==> config.mk <==
export PLATFORM = sky130hd
export DESIGN_NAME = param_datapath
export DESIGN_NICKNAME = d
export VERILOG_FILES = /design/src/rtl/param_datapath.sv
export SDC_FILE = /design/constraint.sdc
export NUM_CORES = 2
export LEC_CHECK = 0
export ABC_AREA = 1
export ABC_CLOCK_PERIOD_IN_PS = 8300
export BUFFER_PORTS_ARGS = -buffer_cell sky130_fd_sc_hd__buf_2
export CAP_MARGIN = 20
export CORE_MARGIN = 5
export CORE_UTILIZATION = 50
export CTS_CLUSTER_SIZE = 14
export DETAILED_ROUTE_END_ITERATION = 12
export PLACE_DENSITY_LB_ADDON = 0.08
export SYNTH_ARGS = -nofsm -noshare
export SYNTH_HDL_FRONTEND = slang
export SYNTH_SLANG_ARGS = --single-unit
export TNS_END_PERCENT = 30
==> constraint.sdc <==
create_clock -name clk -period 8.3 [get_ports clk]
set_input_delay 1.66 -clock clk [delete_from_list [all_inputs] [get_ports clk]]
set_output_delay 1.66 -clock clk [all_outputs]
set_load 0.02 [all_outputs]
==> src/rtl/param_datapath.sv <==
`default_nettype none
// ============================================================================
// Module   : param_datapath
// Purpose  : Parameterised bus datapath (GPRs, PC/IR/Y/MAR/MDR/HI/LO, 2W-bit Z)
//            with ALU and a multicycle shift-add multiply / restoring divide.
//            Optional bus-conflict checker: PARAM_DATAPATH_BUS_CHECK_EN.
// Revision : 1.0 - initial release
// ============================================================================
module param_datapath #(
  parameter int REG_SIZE = 32,
  parameter int NUM_GPR  = 16
) (
  input  logic                clk,
  input  logic                reset_n,
  input  logic [NUM_GPR-1:0]  gpr_in,
  input  logic [NUM_GPR-1:0]  gpr_out,
  input  logic [7:0]          reg_in,
  input  logic [7:0]          src_out,
  input  logic                read,
  input  logic [REG_SIZE-1:0] m_data_in,
  input  logic [REG_SIZE-1:0] inport_data,
  input  logic [REG_SIZE-1:0] c_data,
  input  logic [3:0]          alu_op,
  input  logic                inc_pc,
  input  logic                md_start,
  input  logic                md_op,
  output logic                md_busy,
  output logic                md_done,
  output logic [REG_SIZE-1:0] bus_data,
  output logic [REG_SIZE-1:0] ir_data,
  output logic [REG_SIZE-1:0] mar_data,
  output logic [REG_SIZE-1:0] mdr_data,
  output logic                bus_error
);

  localparam int                c_sh_w  = $clog2(REG_SIZE);
  localparam logic [c_sh_w:0]   c_width = (c_sh_w + 1)'(REG_SIZE);
  localparam logic [c_sh_w-1:0] c_last  = c_sh_w'(REG_SIZE - 1);

  // reg_in bit positions
  localparam int c_r_hi  = 0;
  localparam int c_r_lo  = 1;
  localparam int c_r_pc  = 2;
  localparam int c_r_ir  = 3;
  localparam int c_r_z   = 4;
  localparam int c_r_y   = 5;
  localparam int c_r_mar = 6;
  localparam int c_r_mdr = 7;

  // src_out bit positions
  localparam int c_s_hi  = 0;
  localparam int c_s_lo  = 1;
  localparam int c_s_zh  = 2;
  localparam int c_s_zl  = 3;
  localparam int c_s_pc  = 4;
  localparam int c_s_mdr = 5;
  localparam int c_s_in  = 6;
  localparam int c_s_c   = 7;

  typedef enum logic [1:0] {
    ST_IDLE = 2'd0,
    ST_RUN  = 2'd1,
    ST_DONE = 2'd2
  } md_state_t;

  logic [REG_SIZE-1:0]   r_gpr [NUM_GPR];
  logic [REG_SIZE-1:0]   r_pc, r_ir, r_y, r_mar, r_mdr, r_hi, r_lo;
  logic [2*REG_SIZE-1:0] r_z;

  logic [REG_SIZE-1:0]   w_src [8];
  logic [REG_SIZE-1:0]   w_bus;

  md_state_t             r_state, w_next;
  logic [c_sh_w-1:0]     r_cnt;
  logic [REG_SIZE-1:0]   r_acc, r_q, r_m;
  logic                  r_op;
  logic                  w_start, w_last, w_busy, w_done;

  logic [REG_SIZE-1:0]   w_alu_a, w_alu_res;
  logic [c_sh_w-1:0]     w_sh;

  logic [REG_SIZE:0]     w_mul_sum, w_div_rem, w_div_diff;
  logic                  w_div_ok;
  logic [REG_SIZE-1:0]   w_step_acc, w_step_q;

  // --------------------------------------------------------------------------
  // Bus: lowest select index wins, GPRs ahead of the special sources
  // --------------------------------------------------------------------------
  always_comb begin
    w_src[c_s_hi]  = r_hi;
    w_src[c_s_lo]  = r_lo;
    w_src[c_s_zh]  = r_z[2*REG_SIZE-1:REG_SIZE];
    w_src[c_s_zl]  = r_z[REG_SIZE-1:0];
    w_src[c_s_pc]  = r_pc;
    w_src[c_s_mdr] = r_mdr;
    w_src[c_s_in]  = inport_data;
    w_src[c_s_c]   = c_data;
  end

  always_comb begin
    w_bus = '0;
    for (int i = 7; i >= 0; i--) begin
      if (src_out[i]) w_bus = w_src[i];
    end
    for (int i = NUM_GPR - 1; i >= 0; i--) begin
      if (gpr_out[i]) w_bus = r_gpr[i];
    end
  end

  assign bus_data = w_bus;
  assign ir_data  = r_ir;
  assign mar_data = r_mar;
  assign mdr_data = r_mdr;

  // --------------------------------------------------------------------------
  // ALU: A = 4 or Y, B = bus; shift/rotate amount from the low bits of B
  // --------------------------------------------------------------------------
  always_comb begin
    w_alu_a = inc_pc ? REG_SIZE'(4) : r_y;
    w_sh    = w_bus[c_sh_w-1:0];
    case (alu_op)
      4'd0:    w_alu_res = w_alu_a + w_bus;
      4'd1:    w_alu_res = w_alu_a - w_bus;
      4'd2:    w_alu_res = w_alu_a & w_bus;
      4'd3:    w_alu_res = w_alu_a | w_bus;
      4'd4:    w_alu_res = w_alu_a ^ w_bus;
      4'd5:    w_alu_res = w_alu_a << w_sh;
      4'd6:    w_alu_res = w_alu_a >> w_sh;
      4'd7:    w_alu_res = $unsigned($signed(w_alu_a) >>> w_sh);
      4'd8:    w_alu_res = (w_alu_a << w_sh) | (w_alu_a >> (c_width - {1'b0, w_sh}));
      4'd9:    w_alu_res = (w_alu_a >> w_sh) | (w_alu_a << (c_width - {1'b0, w_sh}));
      4'd10:   w_alu_res = REG_SIZE'(0) - w_bus;
      4'd11:   w_alu_res = ~w_bus;
      4'd12:   w_alu_res = w_bus;
      default: w_alu_res = '0;
    endcase
  end

  // --------------------------------------------------------------------------
  // One multiply/divide iteration. Multiply keeps {acc,q} as the shifting
  // product; divide keeps acc = partial remainder, q = dividend/quotient.
  // --------------------------------------------------------------------------
  always_comb begin
    w_mul_sum  = {1'b0, r_acc} + (r_q[0] ? {1'b0, r_m} : '0);
    w_div_rem  = {r_acc, r_q[REG_SIZE-1]};
    w_div_diff = w_div_rem - {1'b0, r_m};
    w_div_ok   = ~w_div_diff[REG_SIZE];
    if (r_op) begin
      w_step_acc = w_div_ok ? w_div_diff[REG_SIZE-1:0] : w_div_rem[REG_SIZE-1:0];
      w_step_q   = {r_q[REG_SIZE-2:0], w_div_ok};
    end else begin
      w_step_acc = w_mul_sum[REG_SIZE:1];
      w_step_q   = {w_mul_sum[0], r_q[REG_SIZE-1:1]};
    end
  end

  // --------------------------------------------------------------------------
  // Multicycle unit FSM
  // --------------------------------------------------------------------------
  always_ff @(posedge clk or negedge reset_n) begin
    if (!reset_n) r_state <= ST_IDLE;
    else          r_state <= w_next;
  end

  always_comb begin
    w_next  = r_state;
    w_start = 1'b0;
    w_last  = 1'b0;
    w_busy  = 1'b0;
    w_done  = 1'b0;
    case (r_state)
      ST_IDLE: begin
        if (md_start) begin
          w_next  = ST_RUN;
          w_start = 1'b1;
        end
      end
      ST_RUN: begin
        w_busy = 1'b1;
        if (r_cnt == c_last) begin
          w_next = ST_DONE;
          w_last = 1'b1;
        end
      end
      ST_DONE: begin
        w_busy = 1'b1;
        w_done = 1'b1;
        w_next = ST_IDLE;
      end
      default: w_next = ST_IDLE;
    endcase
  end

  assign md_busy = w_busy;
  assign md_done = w_done;

  // Operands are captured at start so later Y/bus activity cannot disturb them
  always_ff @(posedge clk or negedge reset_n) begin
    if (!reset_n) begin
      r_cnt <= '0;
      r_acc <= '0;
      r_q   <= '0;
      r_m   <= '0;
      r_op  <= 1'b0;
    end else if (w_start) begin
      r_cnt <= '0;
      r_acc <= '0;
      r_q   <= md_op ? r_y : w_bus;
      r_m   <= md_op ? w_bus : r_y;
      r_op  <= md_op;
    end else if (r_state == ST_RUN) begin
      r_cnt <= r_cnt + c_sh_w'(1);
      r_acc <= w_step_acc;
      r_q   <= w_step_q;
    end
  end

  // --------------------------------------------------------------------------
  // Register file and special registers
  // --------------------------------------------------------------------------
  always_ff @(posedge clk or negedge reset_n) begin
    if (!reset_n) begin
      for (int i = 0; i < NUM_GPR; i++) r_gpr[i] <= '0;
    end else begin
      for (int i = 0; i < NUM_GPR; i++) begin
        if (gpr_in[i]) r_gpr[i] <= w_bus;
      end
    end
  end

  always_ff @(posedge clk or negedge reset_n) begin
    if (!reset_n) begin
      r_hi  <= '0;
      r_lo  <= '0;
      r_pc  <= '0;
      r_ir  <= '0;
      r_y   <= '0;
      r_mar <= '0;
      r_mdr <= '0;
      r_z   <= '0;
    end else begin
      if (reg_in[c_r_hi])  r_hi  <= w_bus;
      if (reg_in[c_r_lo])  r_lo  <= w_bus;
      if (reg_in[c_r_pc])  r_pc  <= w_bus;
      if (reg_in[c_r_ir])  r_ir  <= w_bus;
      if (reg_in[c_r_y])   r_y   <= w_bus;
      if (reg_in[c_r_mar]) r_mar <= w_bus;
      if (reg_in[c_r_mdr]) r_mdr <= read ? m_data_in : w_bus;
      // The multicycle unit owns Z from start until it returns to IDLE
      if (w_last)
        r_z <= {w_step_acc, w_step_q};
      else if (reg_in[c_r_z] && !w_busy && !w_start)
        r_z <= {REG_SIZE'(0), w_alu_res};
    end
  end

  // --------------------------------------------------------------------------
  // Optional multiple-driver detector
  // --------------------------------------------------------------------------
`ifdef PARAM_DATAPATH_BUS_CHECK_EN
  localparam int c_sel_w = NUM_GPR + 8;
  logic [c_sel_w-1:0] w_sel;
  logic               w_multi;
  logic               r_bus_error;

  assign w_sel   = {src_out, gpr_out};
  assign w_multi = |(w_sel & (w_sel - c_sel_w'(1)));

  always_ff @(posedge clk or negedge reset_n) begin
    if (!reset_n) r_bus_error <= 1'b0;
    else          r_bus_error <= w_multi;
  end

  assign bus_error = r_bus_error;
`else
  assign bus_error = 1'b0;
`endif

endmodule
`default_nettype wire
==> flow_summary.toml <==
[status]
status = "finished clean"

[clock_network]
root_buffer = "clkbuf_16"
hold_buffers = 0
tritoncts = "done"
post_cts_buffers = 0
htreeDepth = 3
numCtsBuffers = 97
cts_sinks = 904
clock_path_buffers = 3
clkTransAtPathRegs_ns = 0.06
clk_latency_ns = 0.75
post_cts_resized = 0

[synthesis]
synth.top_cells.by_area = "dfrtp_1 39%, nand2_1 16%, o21ai_0 9.3%, nand3_1 8.4%, inv_1 4.5%"
synth_area_leader_cell = "dfrtp_1"
syn_area_mm2 = 0.0586
synth_area_per_cell_um2 = 6.87
yosys.cell_types.count = 64
yosysWarningCount = 0
synth-seq-cells = 904
syn_inst = 8531
synth_ff_type = "dfrtp_1"
async_flop_share = 1.00
synth.net_count = 8854
yosysSeqAreaShare = 0.386
yosysTopAreaCellShare = 0.386
synth-edff-count = 0

[route]
drtIter0Drc = 9429
antenna_left = 0
top_layer = "met5"
via_count = 63114
wl_met1_um = 110000
wl_per_cell_um = 26.5
dr.pass1.iters = 6
drc_errors = 0
wl_um = 270000
wl_met2_um = 108000
vias_per_cell = 6.19
wl_met3_um = 34100

[layout]
syn_to_final_growth_pct = 10.8
fillers = 11492
stdcell_count = 10203
drive_gt1_frac = 0.0996
final_nets = 8927

[floorplanning]
core_area_mm2 = 0.116
die-area_mm2 = 0.124
die_y_um = 352
die_w_um = 352
io_pins = 285
initial_core_util = 0.504
rows = 125

[sta]
period_minus_slack_ns = 7.88
holdWs_ns = 0.477
setup_viol = 0
fin_crit_sh = 0.949
fmax_ghz = 0.127
rsz0062_at_grt = "false"
skew_ns = 0.0671
finalMaxSlewViolations = 0
relSlewSlack = 0.305
tightest_slew_ns = 1.04
hold_viol = 0
tns_ns = 0

[power]
powerDensity_mw_per_mm2 = 287
vdd_drop_max_mv = 0.226
leakage_nw = 31.5
power_w = 0.0186

[worst_setup_path]
worst_setup_path_start_kind = "primary input"
cp-endpoint = "bus_data[13]"
critical_path.max_fanout = 18
path_buf_inv = 6
critPathCaptureType = "output pin"
crit_type = "primary input to output pin"
max_stage_delay_ns = 0.36
rrSetupSlack_ns = 1.93
required_ns = 6.64
reg2reg_depth = 38
regToRegEndpoint = "r_z[15]"
cp.arrival_ns = 6.22
startpoint = "src_out[6]"
cp_top_family = "compound AO/OA/AOI/OAI gates"
cpMaxStageDelayCell = "o211ai_1"
cp_common_cell = "o211ai_1"
cp.depth = 31
reg2reg_from = "mdr_data[8]"

[placement]
portBuffers = 283
placedCellCount = 10029
gp_congestion = 1.11
detailed_place_hpwl_um = 198000

[grt]
grt.overflow.total = 0
grt_pass1_vias = 58447
grt_pass1_wl_um = 394000
grt_start_max_net_pins = 158
antenna_found_initial = 21
grt_use_total = 0.420

[min_path]
min_path_type = "flop to flop"

[job]
cap_viol_max_count = 0
## where the power goes
part / internal [W] / switching [W] / total, W / leakage, nW
clock network: 0.00244 / 0.00195 / 0.00439 / 1.53
logic: 0.00247 / 0.00595 / 0.00842 / 18.6
registers: 0.00528 / 0.000550 / 0.00583 / 11.4
## state kept, by name, indices dropped and copies added, names as in the netlist
name	flops
r_op	1
r_gpr	512
r_cnt	5
r_state	2
r_q	32
r_pc	32
r_hi	32
ir_data	32
r_y	32
r_m	32
r_z	64
r_acc	32
mar_data	32
r_lo	32
mdr_data	32
## worst min path at each step
stage	slack, ns	cells past startpoint	start	endpoint
6_report	0.48	2	ir_data[1]	ir_data[1]
5_1_grt	0.50	2	mar_data[7]	mar_data[7]
4_1_cts	0.48	2	r_gpr[325]	r_gpr[325]
3_5_place_dp	0.47	2	r_gpr[325]	r_gpr[325]
3_3_place_gp	0.46	2	r_gpr[330]	r_gpr[330]
2_1_floorplan	0.45	2	r_hi[2]	r_hi[2]
## through the flow
step	setup WS (ns)	cell area [µm²]	utilization
after global placement	0.495	61800	0.531
after global routing	0.0505	65000	0.558
final	0.420	65000	0.558
after CTS	0.601	65000	0.558
after floorplan	2.26	58600	-
after detailed placement	0.494	61800	0.531
## tightest hold or removal path: stages, from the launching register on
cell and delay [ns]:
dfrtp_1 0.34, nand2_1 0.05, o21ai_0 0.06
## layout make-up
class                   count  area (µm²)  area share
diodes                      4        10.0    0.000154
clock buffers             149        2840      0.0437
clock inverters            21         327     0.00503
inverters                 749        2810      0.0433
multi-input cells        6305       30900       0.475
flip-flops and latches    904       22600       0.348
well taps                1524        1910      0.0293
repair buffers            547        3580      0.0551
## routing by layer
metal,up-vias,GRT usage
met5,-,0
met1,30034,0.585
met2,3985,0.591
met4,10,0.226
met3,725,0.119
li1,28360,-
## synthesized netlist by cell type, drive strengths merged, types with 48 or more instances
cell type     n
o22ai        51
nand4        48
nor2        374
or2          73
nand3       996
ha          165
o21ai      1186
dfrtp       904
o211ai      139
a21oi       388
nand2      2596
buf         170
clkbuf      403
inv         730
## cell families after synthesis
group | share of synthesized area
AOI/OAI and AO/OA | 0.184
xor gates and xnor gates | 0.00644
adders and majority gates | 0.0366
buffers and inverters | 0.0898
DFF | 0.386
other | 0.0000640
and+or+nand+nor | 0.297
## cell usage in the layout, fill, tap and decap left out, types with 14 or more instances in the layout
cell / count
nor3_1: 29
a21oi_1: 383
nand2_1: 2560
o21ai_0: 1091
clkbuf_1: 30
nand3b_1: 22
o211ai_1: 139
o221ai_1: 36
inv_2: 29
buf_12: 14
nand2_2: 30
dfrtp_1: 903
clkbuf_8: 22
xor2_1: 19
clkinv_1: 19
nor2_1: 359
o21ai_1: 88
nand3_1: 989
xnor2_1: 21
nand4_1: 48
a31oi_1: 15
clkbuf_16: 97
a32oi_1: 30
o22ai_1: 51
o21a_1: 17
buf_2: 282
inv_1: 701
ha_1: 164
buf_4: 250
a221oi_1: 21
or2_2: 67
a22oi_1: 15
(Power assumes the default switching activity.)
